<file path="src/rtl/c3lib_prog_tie_bus_lcell_if.sv">
// Config/readback bundle for the programmable tie bus.
// C3LIB_PROG_TIE_PARITY_EN adds wr_par (even parity over wr_data) and the sticky par_err flag.
interface c3lib_prog_tie_bus_lcell_if #(
  parameter int WIDTH = 8
);
  // Handshake: a shadow write happens on the clk edge where wr_vld && wr_rdy are both high;
  // wr_rdy is combinational and never depends on wr_vld, and wr_vld may be held until accepted.
  logic             wr_vld;
  logic [WIDTH-1:0] wr_data;
  logic             wr_rdy;
  logic             apply;
  logic             revert;
  logic             lock;
  logic [WIDTH-1:0] out;
  logic [WIDTH-1:0] shadow_q;
  logic             busy;
  logic             locked;
  logic [1:0]       dbg_state;
`ifdef C3LIB_PROG_TIE_PARITY_EN
  logic             wr_par;
  logic             par_err;
`endif

  modport master (
    output wr_vld, wr_data, apply, revert, lock,
`ifdef C3LIB_PROG_TIE_PARITY_EN
    output wr_par,
    input  par_err,
`endif
    input  wr_rdy, out, shadow_q, busy, locked, dbg_state
  );

  modport slave (
    input  wr_vld, wr_data, apply, revert, lock,
`ifdef C3LIB_PROG_TIE_PARITY_EN
    input  wr_par,
    output par_err,
`endif
    output wr_rdy, out, shadow_q, busy, locked, dbg_state
  );
endinterface

</file>
<file path="src/rtl/c3lib_prog_tie_bus_lcell.sv">
// Programmable tie bus: shadow register committed to a static output after a settle window.
// Optional write parity checking is enabled by defining C3LIB_PROG_TIE_PARITY_EN.
module c3lib_prog_tie_bus_lcell #(
  parameter int               WIDTH         = 8,
  parameter logic [WIDTH-1:0] TIE_VALUE     = WIDTH'(8'h0F),
  parameter int               SETTLE_CYCLES = 4
) (
  input logic                        clk,
  input logic                        rst,
  c3lib_prog_tie_bus_lcell_if.slave  bus
);
  localparam int CNT_W = $clog2(SETTLE_CYCLES + 1);

  typedef enum logic [1:0] {
    ST_IDLE   = 2'd0,
    ST_LOADED = 2'd1,
    ST_SETTLE = 2'd2
  } state_t;

  state_t           r_state;
  logic [CNT_W-1:0] r_cnt;
  logic [WIDTH-1:0] r_shadow;
  logic [WIDTH-1:0] r_out;
  logic             r_locked;
  logic             r_par_err;

  state_t           w_state_nxt;
  logic [CNT_W-1:0] w_cnt_nxt;
  logic [WIDTH-1:0] w_shadow_nxt;
  logic [WIDTH-1:0] w_out_nxt;
  logic             w_wr_rdy;
  logic             w_wr_fire;
  logic             w_par_ok;

  assign w_wr_rdy  = (r_state != ST_SETTLE) && !r_locked && !bus.apply && !bus.revert;
  assign w_wr_fire = bus.wr_vld && w_wr_rdy;

`ifdef C3LIB_PROG_TIE_PARITY_EN
  assign w_par_ok = ~^{bus.wr_data, bus.wr_par};
`else
  assign w_par_ok = 1'b1;
`endif

  always_comb begin
    w_state_nxt  = r_state;
    w_cnt_nxt    = r_cnt;
    w_shadow_nxt = r_shadow;
    w_out_nxt    = r_out;
    case (r_state)
      ST_IDLE, ST_LOADED: begin
        // revert outranks apply; a write can only fire when neither strobe is high
        if (!r_locked) begin
          if (bus.revert) begin
            w_shadow_nxt = TIE_VALUE;
            w_state_nxt  = ST_LOADED;
          end else if (bus.apply && (r_state == ST_LOADED)) begin
            w_cnt_nxt   = CNT_W'(SETTLE_CYCLES - 1);
            w_state_nxt = ST_SETTLE;
          end else if (w_wr_fire && w_par_ok) begin
            w_shadow_nxt = bus.wr_data;
            w_state_nxt  = ST_LOADED;
          end
        end
      end
      ST_SETTLE: begin
        if (r_cnt == '0) begin
          w_out_nxt   = r_shadow;
          w_state_nxt = ST_IDLE;
        end else begin
          w_cnt_nxt = r_cnt - 1'b1;
        end
      end
      default: w_state_nxt = ST_IDLE;
    endcase
  end

  always_ff @(posedge clk) begin
    if (rst) begin
      r_state   <= ST_IDLE;
      r_cnt     <= '0;
      r_shadow  <= TIE_VALUE;
      r_out     <= TIE_VALUE;
      r_locked  <= 1'b0;
      r_par_err <= 1'b0;
    end else begin
      r_state   <= w_state_nxt;
      r_cnt     <= w_cnt_nxt;
      r_shadow  <= w_shadow_nxt;
      r_out     <= w_out_nxt;
      r_locked  <= r_locked | bus.lock;
      r_par_err <= r_par_err | (w_wr_fire & ~w_par_ok);
    end
  end

  assign bus.wr_rdy    = w_wr_rdy;
  assign bus.out       = r_out;
  assign bus.shadow_q  = r_shadow;
  assign bus.busy      = (r_state == ST_SETTLE);
  assign bus.locked    = r_locked;
  assign bus.dbg_state = r_state;
`ifdef C3LIB_PROG_TIE_PARITY_EN
  assign bus.par_err   = r_par_err;
`else
  logic w_unused;
  assign w_unused = r_par_err;
`endif
endmodule
</file>
<file path="src/flat_wrapper.sv">
// flat-port wrapper written by rule: the top's interface ports become plain ports
module c3lib_prog_tie_bus_lcell_flat 
#(
  parameter int               WIDTH         = 8,
  parameter logic [WIDTH-1:0] TIE_VALUE     = WIDTH'(8'h0F),
  parameter int               SETTLE_CYCLES = 4
)
  (clk, rst, bus_wr_vld, bus_wr_data, bus_apply, bus_revert, bus_lock, bus_wr_rdy, bus_out, bus_shadow_q, bus_busy, bus_locked, bus_dbg_state);
  c3lib_prog_tie_bus_lcell_if #(.WIDTH(WIDTH)) bus_i ();
  input logic clk;
  input logic rst;
  input wire logic [$bits(bus_i.wr_vld)-1:0] bus_wr_vld;
  input wire logic [$bits(bus_i.wr_data)-1:0] bus_wr_data;
  input wire logic [$bits(bus_i.apply)-1:0] bus_apply;
  input wire logic [$bits(bus_i.revert)-1:0] bus_revert;
  input wire logic [$bits(bus_i.lock)-1:0] bus_lock;
  output wire logic [$bits(bus_i.wr_rdy)-1:0] bus_wr_rdy;
  output wire logic [$bits(bus_i.out)-1:0] bus_out;
  output wire logic [$bits(bus_i.shadow_q)-1:0] bus_shadow_q;
  output wire logic [$bits(bus_i.busy)-1:0] bus_busy;
  output wire logic [$bits(bus_i.locked)-1:0] bus_locked;
  output wire logic [$bits(bus_i.dbg_state)-1:0] bus_dbg_state;
  assign bus_i.wr_vld = bus_wr_vld;
  assign bus_i.wr_data = bus_wr_data;
  assign bus_i.apply = bus_apply;
  assign bus_i.revert = bus_revert;
  assign bus_i.lock = bus_lock;
  assign bus_wr_rdy = bus_i.wr_rdy;
  assign bus_out = bus_i.out;
  assign bus_shadow_q = bus_i.shadow_q;
  assign bus_busy = bus_i.busy;
  assign bus_locked = bus_i.locked;
  assign bus_dbg_state = bus_i.dbg_state;
  c3lib_prog_tie_bus_lcell #(.WIDTH(WIDTH), .TIE_VALUE(TIE_VALUE), .SETTLE_CYCLES(SETTLE_CYCLES)) u_core (.clk(clk), .rst(rst), .bus(bus_i));
endmodule
</file>
<file path="config.mk">
export PLATFORM = sky130hd
export DESIGN_NAME = c3lib_prog_tie_bus_lcell_flat
export DESIGN_NICKNAME = d
export VERILOG_FILES = /design/src/rtl/c3lib_prog_tie_bus_lcell_if.sv /design/src/rtl/c3lib_prog_tie_bus_lcell.sv /design/src/flat_wrapper.sv
export SDC_FILE = /design/constraint.sdc
export NUM_CORES = 1
export LEC_CHECK = 0
export ABC_CLOCK_PERIOD_IN_PS = 2000
export BUFFER_PORTS_ARGS = -buffer_cell sky130_fd_sc_hd__clkbuf_2
export CORE_MARGIN = 2
export CORE_UTILIZATION = 45
export DETAILED_ROUTE_END_ITERATION = 8
export HOLD_SLACK_MARGIN = 0.1
export PLACE_DENSITY = 0.83
export SLEW_MARGIN = 10
export SYNTH_ARGS = -nofsm -noshare
export SYNTH_HDL_FRONTEND = slang
export SYNTH_SLANG_ARGS = --single-unit
</file>
<file path="constraint.sdc">
create_clock -name clk -period 2 [get_ports clk]
set_clock_uncertainty 0.05 [all_clocks]
set_input_delay 0.2 -clock clk [delete_from_list [all_inputs] [get_ports clk]]
set_output_delay 0.2 -clock clk [all_outputs]
set_load 0.01 [all_outputs]
</file>
# Yosys cells after proc, flatten, opt, wreduce, memory -nomap -nowiden
# Cells that the tools add are included.
word_totals:
  regBits: 22
  inputBits: 14
  out_inout_bits: 21
  word_cells: 49
classes:
  add_sub_neg: 1
  n_eq_ne: 10
  mux: 14
  n_bitwise: 2
  n_reduce_logical: 17
op_table:
  columns: ["operator", "n"]
  rows:
  - ["8-bit 2-to-1 mux", 3]
  - ["3-bit 2-to-1 mux", 4]
  - ["2-bit 2-to-1 mux", 5]
  - ["2-bit != test, second input constant", 5]
  - ["3-bit one-hot mux with 2 select lines", 1]
  - ["1-bit logical AND", 5]
  - ["5-bit AND reduction", 1]
  - ["2-bit by 1-bit != test with 1-bit output, second input constant", 2]
  - ["4-bit by 2-bit != test with 1-bit output, second input constant", 1]
  - ["2-bit one-hot mux with 2 select lines", 1]
  - ["4-bit AND reduction", 1]
  - ["2-bit nonzero test", 2]
  - ["1-bit logical NOT", 3]
  - ["3-bit logical NOT", 1]
  - ["3-bit AND reduction", 1]
  - ["3-bit by 1-bit subtractor with 3-bit output, second input constant", 1]
  - ["2-bit by 1-bit equality test with 1-bit output, second input constant", 1]
  - ["2-bit equality test, second input constant", 1]
  - ["2-bit logical NOT", 1]
  - ["2-bit AND reduction", 1]
  - ["2-bit OR reduction", 1]
  - ["1-bit inverter", 1]
  - ["1-bit bitwise OR", 1]

# Logic depth before layout (Yosys ltp)
depth:
  word_depth: 10
  mapped_depth: 6
  ltp_nobuf: 5

# Worst setup path before layout
# OpenSTA, ideal clock, no wires.
synth_timing:
  path_kind: "register to output"
  startpoint: "register u_core.r_state[1], in the netlist u_core.bus.dbg_state[1]"
  endpoint: "output bus_wr_rdy"
  arrival_ns: 1.109
  required_time_ns: 1.750
  slack_ns: 0.641
  path_stages_with_launch: 5
  path_buffers: 2
  cell_sequence: "dfxtp_1 > buf_6 > nor2b_1 > buf_2 > nor4_1"
synth_between:
  elab_chain_cells: 4
synth_lines:
  columns: ["element", "line", "rtl"]
  rows:
  - ["start: declaration", "c3lib_prog_tie_bus_lcell.sv:20", "state_t r_state;"]
  - ["start signal: assignment", "c3lib_prog_tie_bus_lcell.sv:86", "r_state <= w_state_nxt;"]
  - ["2-bit != test", "c3lib_prog_tie_bus_lcell.sv:35", "assign w_wr_rdy = (r_state != ST_SETTLE) && !r_locked && !bus.apply && !bus.revert;"]
  - ["1-bit logical AND (3 in a row)", "c3lib_prog_tie_bus_lcell.sv:35", null]
  - ["end: declaration", "flat_wrapper.sv:17", "output wire logic [$bits(bus_i.wr_rdy)-1:0] bus_wr_rdy;"]
# Every way passes these cells.

# Final worst setup path
# Ends and elaborated chain as after synthesis.

==> reports/summary.json <==
{
  "run_status": {
    "status": "completed"
  },
  "clocking": {
    "clk_sinks": 22,
    "htreeDepth": 1,
    "tritoncts": "yes",
    "worst_skew_pair.late_latency_ns": 0.31,
    "clkSlewWorstSetupHoldPaths_ns": 0.12,
    "cell_at_the_root_of_the_clock_tree": "sky130_fd_sc_hd__clkbuf_4",
    "cts-root-to-sink-buffers": 2,
    "cts_inserted_buffers": 3
  },
  "floorplanning": {
    "row_count": 17,
    "die_area_sq_mm": 0.00266,
    "num_io_pins": 35,
    "die_w_um": 51.6,
    "core_region_area_sq_mm": 0.00217,
    "die_h_um": 51.6,
    "starting_utilization_of_the_core_area_pct": 47.0
  },
  "final_layout": {
    "design.final.nets": 160,
    "area_growth_pct": 23.2,
    "post_route_cells_drive_above_1_share_pct": 32.2,
    "stdcell_area_sq_mm": 0.00126,
    "layout_common_cells": "sky130_fd_sc_hd__clkbuf_2 (34), sky130_fd_sc_hd__dfxtp_1 (22), sky130_fd_sc_hd__nor2_1 (13)",
    "insertedDiodeCount": 0,
    "layout_commonest_cell": "sky130_fd_sc_hd__clkbuf_2"
  },
  "critical_path": {
    "critPathArrivalTime_ns": 1.49,
    "cp.required_ns": 1.75,
    "critical_setup_path_class": "reg2out",
    "worst_setup_end_kind": "output port",
    "worstPathMaxFanout": 11,
    "timing.critical_path.from_type": "flop"
  },
  "sta": {
    "final-hold-violation-count": 0,
    "rsz0062_at_grt": "no",
    "max_slew_margin_pct": 64.1,
    "maxSlewViolCount": 0,
    "setup_total_neg_slack_ns": 0,
    "maxClockFrequency_mhz": 575,
    "min_period_over_period_pct": 86.9,
    "setup-violations-final": 0,
    "layout_min_cycle_time_ns": 1.74,
    "worst_slew_pin_slew_ns": 0.537
  },
  "pwr": {
    "p_seq_share_pct": 57.4,
    "cell_internal_pwr_uw": 602,
    "share_clk_of_total_power_pct": 30.6,
    "cellPowerDensity_mw_per_mm2": 640,
    "power_switching_share_pct": 25.1,
    "power.share.combinational_pct": 12.0,
    "power.static_leakage_nw": 0.504,
    "power.net_switching_uw": 201,
    "peakVddDrop_v": 0.000449
  },
  "global_routing": {
    "grt_busiest_layer": "met2",
    "initial_antenna_violation_count": 0,
    "grt_start_max_net_pins": 17,
    "grt_use_met2_pct": 32.7,
    "first_global_vias": 899,
    "use_met1_pct": 23.6,
    "overflow": 0,
    "grt_pass1_wl_mm": 3.88,
    "gr-usage-met3_pct": 4.02,
    "grt.total_usage_pct": 19.4
  },
  "place": {
    "placement.cell_area_sq_mm": 0.00118,
    "place.port_buffers": 34,
    "hpwl_mm": 1.68,
    "globalplace.congestion": 0.831
  },
  "detailed_routing": {
    "route.vias.total": 941,
    "vias_per_cell": 5.50,
    "drt-pass1-iter-count": 4,
    "final_antenna_net_count": 0,
    "avgRoutedWirePerCell_um": 13.3,
    "dr.first_iter.drc_count": 21,
    "routed_wirelength_mm": 2.28,
    "remaining_drc_errors": 0
  },
  "synthesis": {
    "synth-seq-area-share_pct": 43.2,
    "yosysWarningCount": 0,
    "synthesis.area_per_instance_sq_um": 9.36,
    "post_synth_num_cell_types": 29,
    "synth_seq_cells": 22,
    "net_count_after_synthesis": 125,
    "synth.cell_area_sq_mm": 0.00102,
    "syn-instance-count": 109
  },
  "hold_path": {
    "min-delay-path-class": "in2reg"
  },
  "job": {
    "maxCapViolCount": 0
  }
}
-- area by class of cell --
class	instances	area (sq um)
clock buffers	4	36.3
fillers	207	913
inverters	3	11.3
multi-input cells	76	523
flip-flops and latches	22	440
well taps	28	35.0
repair buffers	38	210
-- power by group through the flow --
stage / Sequential, mW / Combinational [mW] / Clock (mW)
4_1_cts: 0.461 / 0.0946 / 0.251
2_1_floorplan: 0.468 / 0.0578 / 0
3_5_place_dp: 0.471 / 0.0895 / 0
3_3_place_gp: 0.470 / 0.0876 / 0
5_1_grt: 0.464 / 0.106 / 0.275
6_report: 0.461 / 0.0961 / 0.246
-- logic make-up after synthesis --
family	count (synthesis)	share of synthesized area (%)
buf+inv	11	5.77
mux	8	7.85
simple gates	45	26.0
fa+ha+maj	2	2.45
flops	22	43.2
compound gates	21	14.7
-- through the flow --
stage	util (%)	hold slack (ns)	instances	setup slack, ns	power [mW]
global placement	54.3	0.354	163	0.395	0.558
detailed placement	54.3	0.372	163	0.366	0.560
global route	57.9	0.117	171	0.116	0.844
finish	57.9	0.134	171	0.261	0.804
CTS	57.3	0.109	170	0.156	0.806
floorplan	-	0.226	109	0.641	0.526
-- critical path: stages, from the launching register on --
cell                       delay, ns
sky130_fd_sc_hd__dfxtp_1        0.59
sky130_fd_sc_hd__nor2b_2        0.36
sky130_fd_sc_hd__nor4_1         0.08
sky130_fd_sc_hd__clkbuf_2       0.14
-- routing by layer --
layer	up-vias	wire [um]
li1	464	-
met1	431	980
met2	44	1130
met3	2	157
met4	0	8
met5	-	0
-- Yosys cell counts --
cell type | n | area share [%]
sky130_fd_sc_hd__a2111oi_2 | 1 | 1.5
sky130_fd_sc_hd__a21oi_1 | 2 | 0.98
sky130_fd_sc_hd__a31o_1 | 2 | 1.7
sky130_fd_sc_hd__a31oi_1 | 6 | 3.7
sky130_fd_sc_hd__a32o_1 | 1 | 0.98
sky130_fd_sc_hd__and4bb_1 | 1 | 1.2
sky130_fd_sc_hd__buf_2 | 4 | 2.0
sky130_fd_sc_hd__buf_4 | 1 | 0.74
sky130_fd_sc_hd__buf_6 | 1 | 1.1
sky130_fd_sc_hd__clkbuf_1 | 1 | 0.37
sky130_fd_sc_hd__clkbuf_2 | 1 | 0.49
sky130_fd_sc_hd__dfxtp_1 | 22 | 43
sky130_fd_sc_hd__ha_1 | 2 | 2.5
sky130_fd_sc_hd__inv_1 | 3 | 1.1
sky130_fd_sc_hd__mux2i_1 | 8 | 7.9
sky130_fd_sc_hd__nand2_1 | 5 | 1.8
sky130_fd_sc_hd__nand2b_1 | 3 | 1.8
sky130_fd_sc_hd__nand3_1 | 5 | 2.5
sky130_fd_sc_hd__nand3b_1 | 4 | 2.9
sky130_fd_sc_hd__nor2_1 | 13 | 4.8
sky130_fd_sc_hd__nor2b_1 | 2 | 1.2
sky130_fd_sc_hd__nor3_1 | 5 | 2.5
sky130_fd_sc_hd__nor3_2 | 4 | 3.9
sky130_fd_sc_hd__nor3_4 | 1 | 1.6
sky130_fd_sc_hd__nor4_1 | 1 | 0.61
sky130_fd_sc_hd__o21ai_0 | 4 | 2.0
sky130_fd_sc_hd__o21ba_1 | 1 | 0.98
sky130_fd_sc_hd__o31ai_1 | 4 | 2.9
sky130_fd_sc_hd__or3_4 | 1 | 1.1
-- path summary, 6_finish.rpt --
| check | to | cells after the start | from | slack, ns |
|---|---|---|---|---|
| setup / recovery | bus_wr_rdy | 3 | u_core.bus.dbg_state[1] | 0.26 |
| hold / removal | u_core.bus.shadow_q[7] | 3 | bus_wr_data[7] | 0.13 |
| setup reg to reg | u_core.bus.out[4] | 3 | u_core.bus.dbg_state[1] | 0.36 |
| hold reg to reg | u_core.bus.out[3] | 2 | u_core.bus.out[3] | 0.44 |
-- state kept, by name (all words and copies together) (netlist names) --
signal,flops
u_core.bus.dbg_state,2
u_core.bus.out,8
u_core.bus.locked,1
u_core.r_cnt,3
u_core.bus.shadow_q,8
-- what timing repair did --
action	4_1_cts	5_1_grt
gates resized for setup	0	1
setup buffers	0	0
endpoints found under the setup margin	0	1
endpoints found under the hold margin	3	1
hold buffers	3	1
(Power assumes the default switching activity.)
